**config.mk**
```make
export PLATFORM = sky130hd
export DESIGN_NAME = led_shift_sequencer
export DESIGN_NICKNAME = d
export VERILOG_FILES = /design/src/rtl/led_shift_sequencer.sv
export SDC_FILE = /design/constraint.sdc
export NUM_CORES = 1
export LEC_CHECK = 0
export CAP_MARGIN = 20
export CELL_PAD_IN_SITES_DETAIL_PLACEMENT = 0
export CELL_PAD_IN_SITES_GLOBAL_PLACEMENT = 1
export CORE_UTILIZATION = 50
export CTS_CLUSTER_SIZE = 16
export DETAILED_ROUTE_END_ITERATION = 12
export PLACE_DENSITY_LB_ADDON = 0.12
export SYNTH_ARGS = -nofsm -noshare
export SYNTH_HDL_FRONTEND = slang
export SYNTH_SLANG_ARGS = --single-unit
export TNS_END_PERCENT = 5
```
**constraint.sdc**
```tcl
create_clock -name clk_in -period 5.95 [get_ports clk_in]
set_input_delay 0.8925 -clock clk_in [delete_from_list [all_inputs] [get_ports clk_in]]
set_output_delay 0.8925 -clock clk_in [all_outputs]
set_load 0.02 [all_outputs]
```
**src/rtl/led_shift_sequencer.sv**
```systemverilog
// LED shift sequencer: single-clock prescaler generating a step enable and a
// run/pause/idle FSM driving rotate, bounce and fill patterns onto the LEDs.
module led_shift_sequencer #(
  parameter int TICK_DIV = 50000000,
  parameter int N_LED    = 8,
  parameter int CW       = 26
) (
  input  logic             clk_in,
  input  logic             rst,
  input  logic             start,
  input  logic             pause,
  input  logic             stop,
  input  logic [1:0]       mode,
  input  logic [1:0]       speed,
  output logic [N_LED-1:0] led,
  output logic             step_tick,
  output logic             busy
);

  typedef enum logic [1:0] {S_IDLE, S_RUN, S_PAUSE} state_t;
  typedef enum logic [1:0] {M_ROR = 2'b00, M_ROL = 2'b01, M_BOUNCE = 2'b10, M_FILL = 2'b11} mode_t;

  state_t           state_q, state_d;
  mode_t            mode_q, mode_d;
  logic [N_LED-1:0] led_q, led_d;
  logic [CW-1:0]    cnt_q, cnt_d;
  logic             dir_left_q, dir_left_d;
  logic             tick_q, tick_d;
  logic             busy_q, busy_d;
  logic [CW-1:0]    limit;

  always_ff @(posedge clk_in or posedge rst) begin
    if (rst) begin
      state_q    <= S_IDLE;
      mode_q     <= M_ROR;
      led_q      <= '0;
      cnt_q      <= CW'(1);
      dir_left_q <= 1'b0;
      tick_q     <= 1'b0;
      busy_q     <= 1'b0;
    end else begin
      state_q    <= state_d;
      mode_q     <= mode_d;
      led_q      <= led_d;
      cnt_q      <= cnt_d;
      dir_left_q <= dir_left_d;
      tick_q     <= tick_d;
      busy_q     <= busy_d;
    end
  end

  always_comb begin
    state_d    = state_q;
    mode_d     = mode_q;
    led_d      = led_q;
    cnt_d      = cnt_q;
    dir_left_d = dir_left_q;
    tick_d     = 1'b0;
    limit      = CW'(TICK_DIV) >> speed;

    case (state_q)
      S_IDLE: begin
        if (start) begin
          state_d = S_RUN;
          mode_d  = mode_t'(mode);
          cnt_d   = CW'(1);
          case (mode_t'(mode))
            M_ROL:   led_d = N_LED'(1);
            M_FILL:  led_d = '0;
            default: led_d = {1'b1, {(N_LED-1){1'b0}}};
          endcase
          if (mode_t'(mode) == M_BOUNCE)
            dir_left_d = 1'b0;
        end
      end

      S_RUN: begin
        if (stop) begin
          state_d = S_IDLE;
          led_d   = '0;
          cnt_d   = CW'(1);
        end else if (pause) begin
          state_d = S_PAUSE;
        end else if (cnt_q >= limit) begin
          // >= so a speed increase past the current count steps immediately
          cnt_d  = CW'(1);
          tick_d = 1'b1;
          case (mode_q)
            M_ROR:  led_d = {led_q[0], led_q[N_LED-1:1]};
            M_ROL:  led_d = {led_q[N_LED-2:0], led_q[N_LED-1]};
            M_BOUNCE: begin
              if (!dir_left_q && led_q[0]) begin
                dir_left_d = 1'b1;
                led_d      = led_q << 1;
              end else if (dir_left_q && led_q[N_LED-1]) begin
                dir_left_d = 1'b0;
                led_d      = led_q >> 1;
              end else if (dir_left_q) begin
                led_d = led_q << 1;
              end else begin
                led_d = led_q >> 1;
              end
            end
            M_FILL: led_d = (&led_q) ? '0 : {1'b1, led_q[N_LED-1:1]};
            default: led_d = led_q;
          endcase
        end else begin
          cnt_d = cnt_q + CW'(1);
        end
      end

      S_PAUSE: begin
        if (stop) begin
          state_d = S_IDLE;
          led_d   = '0;
          cnt_d   = CW'(1);
        end else if (!pause) begin
          state_d = S_RUN;
        end
      end

      default: state_d = S_IDLE;
    endcase

    busy_d = (state_d != S_IDLE);
  end

  assign led       = led_q;
  assign step_tick = tick_q;
  assign busy      = busy_q;

endmodule

```
==> implementation parameters, run 1 <==
Parameter                              Value

Power and ir drop
  Portion of total power attributed to the clock network    24.1%
  Maximum resistive drop on vdd    0.201 mV
  Overall power    979 uW
  P_int    584 uW
  Power per cell area    297 nW/um^2
  Reported leakage power    1.34 nW
  Switching share of total power    40.3%
  Power share of the combinational group    40.8%
  Power spent charging and discharging nets    394 uW
  Sequential cell fraction of total power    35.1%

Timing
  Worst max-slew margin expressed relative to the limit    52.0%
  Final setup skew    0.00557 ns
  Total negative setup slack    0 ns
  Slew of the pin with the lowest slew margin    0.720 ns
  Number of slew-limit violations in the final report    0
  Fin Hold WS    0.562 ns
  Crit path time final    3.99 ns
  Final period util    67.1%
  Slack of the critical path    1.96 ns
  Setup repair after global routing missed its margin    false
  Final setup viols    0
  Fmax    0.250 GHz
  Count of endpoints failing hold in the final timing report    0

Yosys
  Main combinational cell family by area after synthesis    compound AO/OA/AOI/OAI gates
  Count of distinct cell types in the synthesized netlist    56
  Yosys warnings    0
  Multiplexer area fraction after synthesis    1.49%
  Post-synthesis compound-gate area fraction    23.5%
  Register bit count reported by yosys    41
  Prevailing post-synth register cell    dfrtp_1
  Fraction of synthesized cell area in xor and xnor cells    3.58%
  Adder-cell share of the synthesized area    8.90%
  EDFF count, synth    0
  Instance count of the mapped netlist    326
  Avg Cell Area, Syn    9.01 sq um
  Syn Std Cell Area    2940 sq um
  Simple-gate share of the synthesized area    23.3%
  Part of the Yosys area used for sequential elements    35.0%
  Share of flip-flops with an asynchronous set or reset    100%
  Net count after synthesis    355

Setup path
  Max Fanout on Critical Path    13
  Worst Setup Start Kind    input port
  Crit path DAT    4.15 ns
  Crit path capture type    flip-flop
  Critical Setup Path Class    in -> reg
  WP data required    6.10 ns

Routing
  Total number of vias    2543
  Violation count after the first detailed-route iteration    126
  Via density per instance    6.11
  DRC Markers    0
  First-pass iteration count of the detailed router    4
  Detail-routed net length per standard cell    16.9 um
  Total wirelength of the detailed-routed design    7.04 mm
  Antenna Nets Post-Route    0

Layout
  Inserted Diodes    0
  Most frequent standard cell in the layout excluding fill and tap cells    dfrtp_1
  Top library cells by usage in the layout, fill and taps aside    40 x dfrtp_1, 30 x nand2_1, 21 x nor3_1
  Final Non-Filler Cells    416
  Fillers    525
  Ratio of cells with drive above 1 in the final layout    10.2%
  Synth-to-Final Area Change    12.2%
  Final #Nets    372

Global routing
  Largest net degree at the start of global routing    42
  First-pass GRT wire length    12.2 mm
  Gr usage total    25.2%
  Number of antenna violations at the first check in global routing    0
  Number of global-route vias before repair    2494
  GRT overflow    0

Clock network
  CTS sink count    41
  Clock insertion delay at the later pin of the skew report    0.30 ns
  Clock tree from TritonCTS    yes
  H-tree level count    2
  Max clock buf depth    2
  Clock Root Buffer    clkbuf_8
  Resized Gates After CTS    0
  Setup repair bufs after CTS    0
  Number of clock buffers inserted by TritonCTS    5
  Clock transition at the register clock pins on the worst setup and hold paths after CTS    0.08 ns
  Post-CTS Hold Fix Bufs    0

Floorplan
  Overall die width    78.7 um
  Vertical die dimension    78.7 um
  Overall die area    6190 sq um
  Count of pins on the block boundary    19
  Placeable Area    5570 sq um
  Starting utilization of the core area    52.7%
  Floorplan row count    27

Placed design
  Cells after DPL    408
  Setup slack at placement    1.67 ns
  DPL Wire Length    5.12 mm
  Number of input and output port buffers inserted    18
  Final weighted congestion in routability-driven placement    0.883

Worst hold path
  Type of the tightest min-delay check    reg -> reg

Outcome
  Result of the run    complete, no violations

Flow run
  Number of max-cap violations    0
-- routing by layer --
metal  global-route usage [%]  up-vias  part of all wire (%)
li1                         -     1260                     -
met1                     33.8     1234                    48
met2                     41.4       38                    48
met3                     4.30       11                   2.3
met4                     7.59        0                   1.6
met5                        0        -                     0
-- power by group through the flow --
stage               logic (mW)  clock network, mW  registers, mW
global route             0.446              0.251          0.347
global placement         0.394                  0          0.350
finish                   0.400              0.236          0.343
detailed placement       0.399                  0          0.349
floorplan                0.293                  0          0.349
CTS                      0.401              0.242          0.343
-- final timing paths --
path                                  from   endpoint  slack [ns]  depth (start not counted)
worst max-delay path              speed[0]   cnt_q[3]        1.96                         12
worst min-delay path              cnt_q[0]   cnt_q[0]        0.56                          2
worst max register to register  state_q[1]  cnt_q[25]        3.07                          8
worst min register to register    cnt_q[0]   cnt_q[0]        0.56                          2
max in group asynchronous              rst   cnt_q[0]        4.55                          3
min in group asynchronous              rst     led[5]        1.03                          3
-- kinds of logic (layout without fill, tap and decap cells) --
| group | after synthesis | count (layout) |
|---|---|---|
| DFF | 41 | 41 |
| buffers and inverters | 26 | 44 |
| muxes | 4 | 4 |
| and+or+nand+nor | 132 | 132 |
| xor gates and xnor gates | 12 | 12 |
| AOI/OAI and AO/OA | 90 | 90 |
| adders and majority gates | 21 | 21 |
-- state kept, by name, summed over array words and instances (netlist names) --
signal      count
led             8
state_q         2
cnt_q          26
mode_q          2
busy            1
step_tick       1
dir_left_q      1
-- synth_stat cells, types with 2 or more instances --
cell	number	area, sq um
nor4_1	5	31.3
a221oi_1	2	17.5
xnor2_1	6	52.6
nor2b_1	4	25.0
buf_4	3	22.5
o22ai_2	2	25.0
and2_1	4	25.0
buf_2	2	10.0
nand3_1	15	75.1
nor3_1	21	105
a21oi_2	9	78.8
dfrtp_1	40	1000
nand4_1	9	56.3
buf_6	2	22.5
nor3b_1	3	22.5
xor2_1	6	52.6
ha_1	20	250
mux2_2	3	33.8
or2_2	3	18.8
o31ai_1	6	45.0
nor2_1	20	75.1
o2bb2ai_1	6	52.6
clkbuf_1	5	18.8
or2_1	2	12.5
and3_1	3	18.8
inv_1	14	52.6
nand2_1	30	113
a221o_1	10	100
a22oi_1	6	45.0
a22o_1	6	52.6
and4_1	3	26.3
nand2b_1	5	31.3
o21ai_0	19	95.1
a21oi_1	10	50.1
-- stage by stage --
stage	cell area (sq um)	utilization [%]
4_1_cts	3300	59.1
2_1_floorplan	2940	-
6_report	3300	59.1
3_3_place_gp	3180	57.0
5_1_grt	3300	59.1
3_5_place_dp	3180	57.0
-- worst max-delay path, cell delays in order --
cell             delay, ns
clkdlybuf4s50_1       0.76
inv_1                 0.12
nand2_1               0.11
inv_1                 0.07
ha_1                  0.27
nand3_1               0.11
nor3_1                0.22
nand4_1               0.15
o22ai_2               0.41
buf_4                 0.30
or2_1                 0.53
o21ai_0               0.19
-- layout make-up --
type	count	area (sq um)	area share [%]
clock buffer	6	82.6	2.50
clock inverter	2	37.5	1.14
inverter	14	52.6	1.59
multi-input combinational	259	1800	54.5
sequential	41	1030	31.2
tap	72	90.1	2.73
timing repair buffer	22	210	6.38
Note: power is estimated with default switching activity, not from simulation.
==> inputs of run 2 (changes only) <==
--- a/config.mk
+++ b/config.mk
@@ -8,7 +8,7 @@
 export CAP_MARGIN = 20
 export CELL_PAD_IN_SITES_DETAIL_PLACEMENT = 0
 export CELL_PAD_IN_SITES_GLOBAL_PLACEMENT = 1
-export CORE_UTILIZATION = 50
+export CORE_UTILIZATION = 42
 export CTS_CLUSTER_SIZE = 16
 export DETAILED_ROUTE_END_ITERATION = 12
 export PLACE_DENSITY_LB_ADDON = 0.12
==> constraint.sdc (replaced) <==
create_clock -name clk_in -period 3.43 [get_ports clk_in]
set_input_delay 0.5145 -clock clk_in [delete_from_list [all_inputs] [get_ports clk_in]]
set_output_delay 0.5145 -clock clk_in [all_outputs]
set_load 0.02 [all_outputs]
==> run 2 against run 1 <==
Compared with the run above: first-iteration DRC count grew 5.6%; count of clock-buffer cells in the layout is the same; sequential cell count is the same; setup slack lost 1.6 ns; utilization shrank 7.5 points; global-route usage shrank 2.6 points; register-to-register slack lost 2.3 ns; routed wire length grew 5.0%; critical path type unchanged; highest routed layer unchanged.
==> implementation parameters, run 2 (synthesis results as in run 1) <==
Parameter                              Value

Routing
  Via density per instance    5.81 (-4.9%)
  Total number of vias    2569 (+1.0%)
  Detail-routed net length per standard cell    16.7 um (-1.2%)
  First-pass iteration count of the detailed router    4 (unchanged)
  DRC Markers    0 (unchanged)
  Antenna Nets Post-Route    0 (unchanged)
  Total wirelength of the detailed-routed design    7.39 mm (+5.0%)
  Violation count after the first detailed-route iteration    133 (+5.6%)

Setup path
  Worst Setup Start Kind    input port
  Worst setup path start    speed[0]
  WP data required    3.65 ns (-2.45 ns)
  Max Fanout on Critical Path    11 (-2)
  Crit path DAT    3.27 ns (-0.88 ns)
  Minimum setup slack among reg-to-reg paths    0.79 ns (-2.28 ns)
  Critical register-to-register path startpoint    cnt_q[22]
  Crit path capture type    flip-flop
  Critical Setup Path Class    in -> reg

Timing
  Crit path time final    3.05 ns
  Final setup skew    0.00330 ns (-0.00228 ns)
  Worst max-slew margin expressed relative to the limit    62.0% (+10 points)
  Slew of the pin with the lowest slew margin    0.566 ns (-0.155 ns)
  Fmax    0.328 GHz
  Setup repair after global routing missed its margin    false
  Number of slew-limit violations in the final report    0 (unchanged)
  Final period util    88.8%
  Fin Hold WS    0.497 ns (-0.0651 ns)
  Count of endpoints failing hold in the final timing report    0 (unchanged)
  Final setup viols    0 (unchanged)

Floorplan
  Floorplan row count    30 (+11%)
  Placeable Area    6760 sq um (+21%)
  Vertical die dimension    85.6 um (+8.9%)
  Overall die area    7330 sq um (+19%)
  Count of pins on the block boundary    19 (unchanged)
  Starting utilization of the core area    43.5% (-9.2 points)
  Overall die width    85.6 um (+8.9%)

Placed design
  Number of input and output port buffers inserted    18 (unchanged)
  DPL Wire Length    5.49 mm (+7.4%)
  Final weighted congestion in routability-driven placement    0.875 (-0.87%)

Clock network
  Number of clock buffers inserted by TritonCTS    5 (unchanged)
  CTS sink count    41 (unchanged)
  Clock tree from TritonCTS    yes
  Setup repair bufs after CTS    0 (unchanged)
  Clock Root Buffer    clkbuf_8
  Post-CTS Hold Fix Bufs    0 (unchanged)
  Max clock buf depth    2 (unchanged)
  H-tree level count    2 (unchanged)
  Clock insertion delay at the later pin of the skew report    0.30 ns (about the same)
  Clock transition at the register clock pins on the worst setup and hold paths after CTS    0.09 ns (about the same)

Layout
  Utilization after layout    51.6% (-7.5 points)
  Inserted Diodes    0 (unchanged)
  Register cell area after layout    1030 sq um (unchanged)
  Most frequent standard cell in the layout excluding fill and tap cells    dfrtp_1
  Flip-flop count of the largest register, all copies and words added    26 (unchanged)
  Top library cells by usage in the layout, fill and taps aside    40 x dfrtp_1, 30 x nand2_1, 21 x nor3_1
  Ratio of cells with drive above 1 in the final layout    15.5% (+5.3 points)
  Multi-input gate area in the final layout    1810 sq um (+0.70%)
  Synth-to-Final Area Change    18.7%
  Fillers    633 (+21%)
  Final #Nets    390 (+4.8%)
  Register with the highest flop count    cnt_q

Power and ir drop
  Reported leakage power    1.44 nW (+7.6%)
  Power per cell area    507 nW/um^2 (+71%)
  Maximum resistive drop on vdd    0.327 mV (+62%)

Global routing
  Number of global-route vias before repair    2592 (+3.9%)
  Largest net degree at the start of global routing    27 (-36%)
  GRT overflow    0 (unchanged)
  First-pass GRT wire length    13.0 mm (+6.4%)
  Number of antenna violations at the first check in global routing    0 (unchanged)
  Gr usage total    22.6% (-2.6 points)

Flow run
  Number of max-cap violations    0 (unchanged)

Outcome
  Result of the run    complete, no violations

Worst hold path
  Type of the tightest min-delay check    in -> async
[run 2: layout make-up]
class | count | area share (%)
Timing Repair Buffer | 40 | 10.8
Clock inverter | 2 | 1.08
Multi-Input combinational cell | 259 | 51.9
Tap cell | 80 | 2.87
Inverter | 14 | 1.51
Sequential cell | 41 | 29.5
Clock buffer | 6 | 2.37
[run 2: path summary, 6_finish.rpt]
check | cells past startpoint | end
worst min register to register | 2 | cnt_q[0]
worst max register to register | 7 | cnt_q[3]
worst max-delay path | 11 | cnt_q[3]
min in group clk_in | 2 | cnt_q[0]
max in group asynchronous | 3 | busy
worst min-delay path | 2 | led[3]
[run 2: power by group]
part	total [mW]	internal, mW	switching (mW)
combinational	0.750	0.290	0.460
clock	0.423	0.237	0.186
sequential	0.597	0.534	0.0623
total	1.77	1.06	0.708
[run 2: worst max-delay path, stage by stage]
cell and delay (ns):
clkdlybuf4s50_1 0.48, inv_1 0.06, nand2_1 0.07, inv_1 0.06
ha_1 0.18, maj3_2 0.29, a21o_1 0.17, a221o_1 0.37
or2_0 0.36, or2_2 0.49, o21ai_0 0.22
[run 2: timing repair]
item	in CTS	in global routing
gates resized for setup	0	3
setup endpoints to repair	0	8
endpoints found under the hold margin	0	0
[run 2: layer usage]
metal	global-route usage, %	wire length [um]
met3	3.27	225
met4	5.76	76
met1	30.6	3600
met5	0	0
met2	38.0	3490
[run 2: per-stage QoR]
step | TNS (ns) | setup WS [ns] | std cells | area (sq um) | total power [mW]
after CTS | 0 | 0.179 | 441 | 3450 | 1.78
after floorplan | 0 | 0.547 | 326 | 2940 | 1.11
after global routing | 0 | 0.123 | 442 | 3490 | 1.90
final | 0 | 0.383 | 442 | 3490 | 1.77
after global placement | -1.42 | -0.123 | 433 | 3330 | 1.36
after detailed placement | -2.16 | -0.150 | 433 | 3330 | 1.35
==> inputs of run 3 (changes only) <==
--- a/config.mk
+++ b/config.mk
@@ -8,6 +8,7 @@
 export CAP_MARGIN = 20
 export CELL_PAD_IN_SITES_DETAIL_PLACEMENT = 0
 export CELL_PAD_IN_SITES_GLOBAL_PLACEMENT = 1
+export CORE_ASPECT_RATIO = 1.4
 export CORE_UTILIZATION = 42
 export CTS_CLUSTER_SIZE = 16
 export DETAILED_ROUTE_END_ITERATION = 12
==> constraint.sdc (replaced) <==
create_clock -name clk_in -period 2.5 [get_ports clk_in]
set_input_delay 0.375 -clock clk_in [delete_from_list [all_inputs] [get_ports clk_in]]
set_output_delay 0.375 -clock clk_in [all_outputs]
set_load 0.02 [all_outputs]
==> run 3 against run 2 <==
Compared with the run above: count of clock-buffer cells in the layout is 1 higher; clock skew increased by 0.0025 ns; register-to-register slack worse by 0.73 ns; combinational power grew 64%; clock power grew 7.3%; sequential cell count unchanged; hold slack lost 0.050 ns; via count grew 5.8%; critical path type is now reg -> reg.
==> implementation parameters, run 3 (synthesis results as in run 1) <==
Parameter                              Value

Outcome
  Result of the run    complete, no violations

Routing
  Antenna Nets Post-Route    0 (unchanged)
  Total wirelength of the detailed-routed design    7.76 mm (+5.0%)
  Violation count after the first detailed-route iteration    90 (-32%)
  Via density per instance    5.61 (-3.4%)
  Total number of vias    2717 (+5.8%)
  Detail-routed net length per standard cell    16.0 um (-4.1%)
  DRC Markers    0 (unchanged)
  First-pass iteration count of the detailed router    4 (unchanged)

Clock network
  Clock insertion delay at the later pin of the skew report    0.29 ns (about the same)
  Clock transition at the register clock pins on the worst setup and hold paths after CTS    0.08 ns (about the same)
  Max clock buf depth    2 (unchanged)
  Clock tree from TritonCTS    yes
  Number of clock buffers inserted by TritonCTS    5 (unchanged)
  H-tree level count    2 (unchanged)
  CTS sink count    41 (unchanged)
  Clock Root Buffer    clkbuf_8

Layout
  Top library cells by usage in the layout, fill and taps aside    48 x buf_4, 40 x dfrtp_1, 28 x nand2_1
  Inserted Diodes    0 (unchanged)
  Synth-to-Final Area Change    27.0%
  Final Non-Filler Cells    484 (+9.5%)
  Ratio of cells with drive above 1 in the final layout    24.5% (+9.0 points)
  Final #Nets    421 (+7.9%)
  Final design instance area without fill    3730 sq um (+7.0%)
  Flip-flop count of the largest register, all copies and words added    26 (unchanged)
  Utilization after layout    56.1% (+4.4 points)
  Register with the highest flop count    cnt_q
  Most frequent standard cell in the layout excluding fill and tap cells    buf_4

Floorplan
  Vertical die dimension    101 um (+18%)
  Placeable Area    6660 sq um (-1.5%)
  Starting utilization of the core area    44.1% (+0.65 points)
  Overall die area    7340 sq um (about the same)
  Count of pins on the block boundary    19 (unchanged)
  Floorplan row count    35 (+17%)
  Overall die width    72.7 um (-15%)

Setup path
  Crit path DAT    2.62 ns (-0.65 ns)
  Max Fanout on Critical Path    5 (-6)
  Worst Setup Start Kind    flip-flop
  WP data required    2.68 ns (-0.97 ns)
  Path depth of the worst reg2reg path    8 (+1)
  Crit path capture type    flip-flop
  Critical Setup Path Class    reg -> reg

Timing
  Worst max-slew margin expressed relative to the limit    44.8% (-17 points)
  Final setup skew    0.00575 ns (+0.00245 ns)
  Crit path time final    2.44 ns
  Count of endpoints failing hold in the final timing report    0 (unchanged)
  Number of slew-limit violations in the final report    0 (unchanged)
  Slew of the pin with the lowest slew margin    0.824 ns (+0.258 ns)
  Fmax    0.409 GHz
  Slack of the critical path    0.0571 ns (-0.325 ns)
  Total negative setup slack    0 ns (unchanged)
  Final setup viols    0 (unchanged)
  Final period util    97.7%

Global routing
  Number of global-route vias before repair    2761 (+6.5%)
  First-pass GRT wire length    13.1 mm (+1.1%)
  Number of antenna violations at the first check in global routing    0 (unchanged)
  GRT overflow    0 (unchanged)
  Largest net degree at the start of global routing    22 (-19%)
  Gr usage total    23.1% (+0.56 points)

Placed design
  Setup slack at placement    -0.752 ns (-0.602 ns)
  Area after detailed placement    3590 sq um (+7.8%)
  DPL Wire Length    5.86 mm (+6.6%)
  Final weighted congestion in routability-driven placement    0.862 (-1.5%)
  Number of input and output port buffers inserted    18 (unchanged)
  Cells after DPL    474 (+9.5%)

Power and ir drop
  Maximum resistive drop on vdd    0.300 mV (-8.1%)
  Reported leakage power    1.59 nW (+10%)
  Power per cell area    669 nW/um^2 (+32%)

Worst hold path
  Type of the tightest min-delay check    in -> async

Flow run
  Number of max-cap violations    0 (unchanged)
run 3: cell count changes in the layout (fill, tap and decap cells not counted), sizes merged:
cell	before	now
buf	22	55
bufinv	1	0
clkbuf	6	7
clkdlybuf4s50	18	16
clkinvlp	1	0
run 3: metal layers:
| metal | track usage, % | vias to the layer above | share of wire (%) |
|---|---|---|---|
| met2 | 43.5 | 41 | 53 |
| met3 | 2.50 | 13 | 1.9 |
| met1 | 26.8 | 1303 | 43 |
| met4 | 7.39 | 0 | 2.0 |
| li1 | - | 1360 | - |
| met5 | 0 | - | 0 |
run 3: stage by stage:
step	hold WS [ns]	total power, mW
after detailed placement	0.558	2.02
after CTS	0.462	2.48
final	0.447	2.50
after floorplan	0.448	1.56
after global placement	0.562	2.00
after global routing	0.539	2.66
run 3: path summary, 6_finish.rpt:
check / start / to / slack (ns)
min: rst / led[6] / 0.45
max: cnt_q[22] / led[0] / 0.06
min reg2reg: led[3] / led[3] / 0.57
max reg2reg: cnt_q[22] / led[0] / 0.06
min in group clk_in: led[3] / led[3] / 0.57
max in group asynchronous: rst / cnt_q[0] / 1.45
run 3: what timing repair did:
item	in CTS	in global routing
cloned	0	2
pin swaps	0	1
setup buffers	0	1
hold buffers	0	0
gates resized for setup	14	12
endpoints found under the setup margin	36	34
run 3: final cells by class:
type                       count  area, sq um
multi-input combinational    259         1840
clock buffer                   7         86.3
tap                           92          115
inverter                      14         55.1
sequential                    41         1030
timing repair buffer          71          604
fill                         668         2930
run 3: worst max-delay path, cell delays in order, from the launching register on:
cell	delay (ns)
dfrtp_1	0.44
ha_2	0.21
maj3_2	0.28
a21o_1	0.16
a221o_1	0.33
or2_4	0.27
buf_6	0.14
o21ai_4	0.18
mux2_4	0.32
run 3: report_power, final:
part | switching, mW | total (mW) | internal (mW)
Sequential | 0.0812 | 0.814 | 0.733
Clock | 0.234 | 0.454 | 0.220
Combinational | 0.693 | 1.23 | 0.536
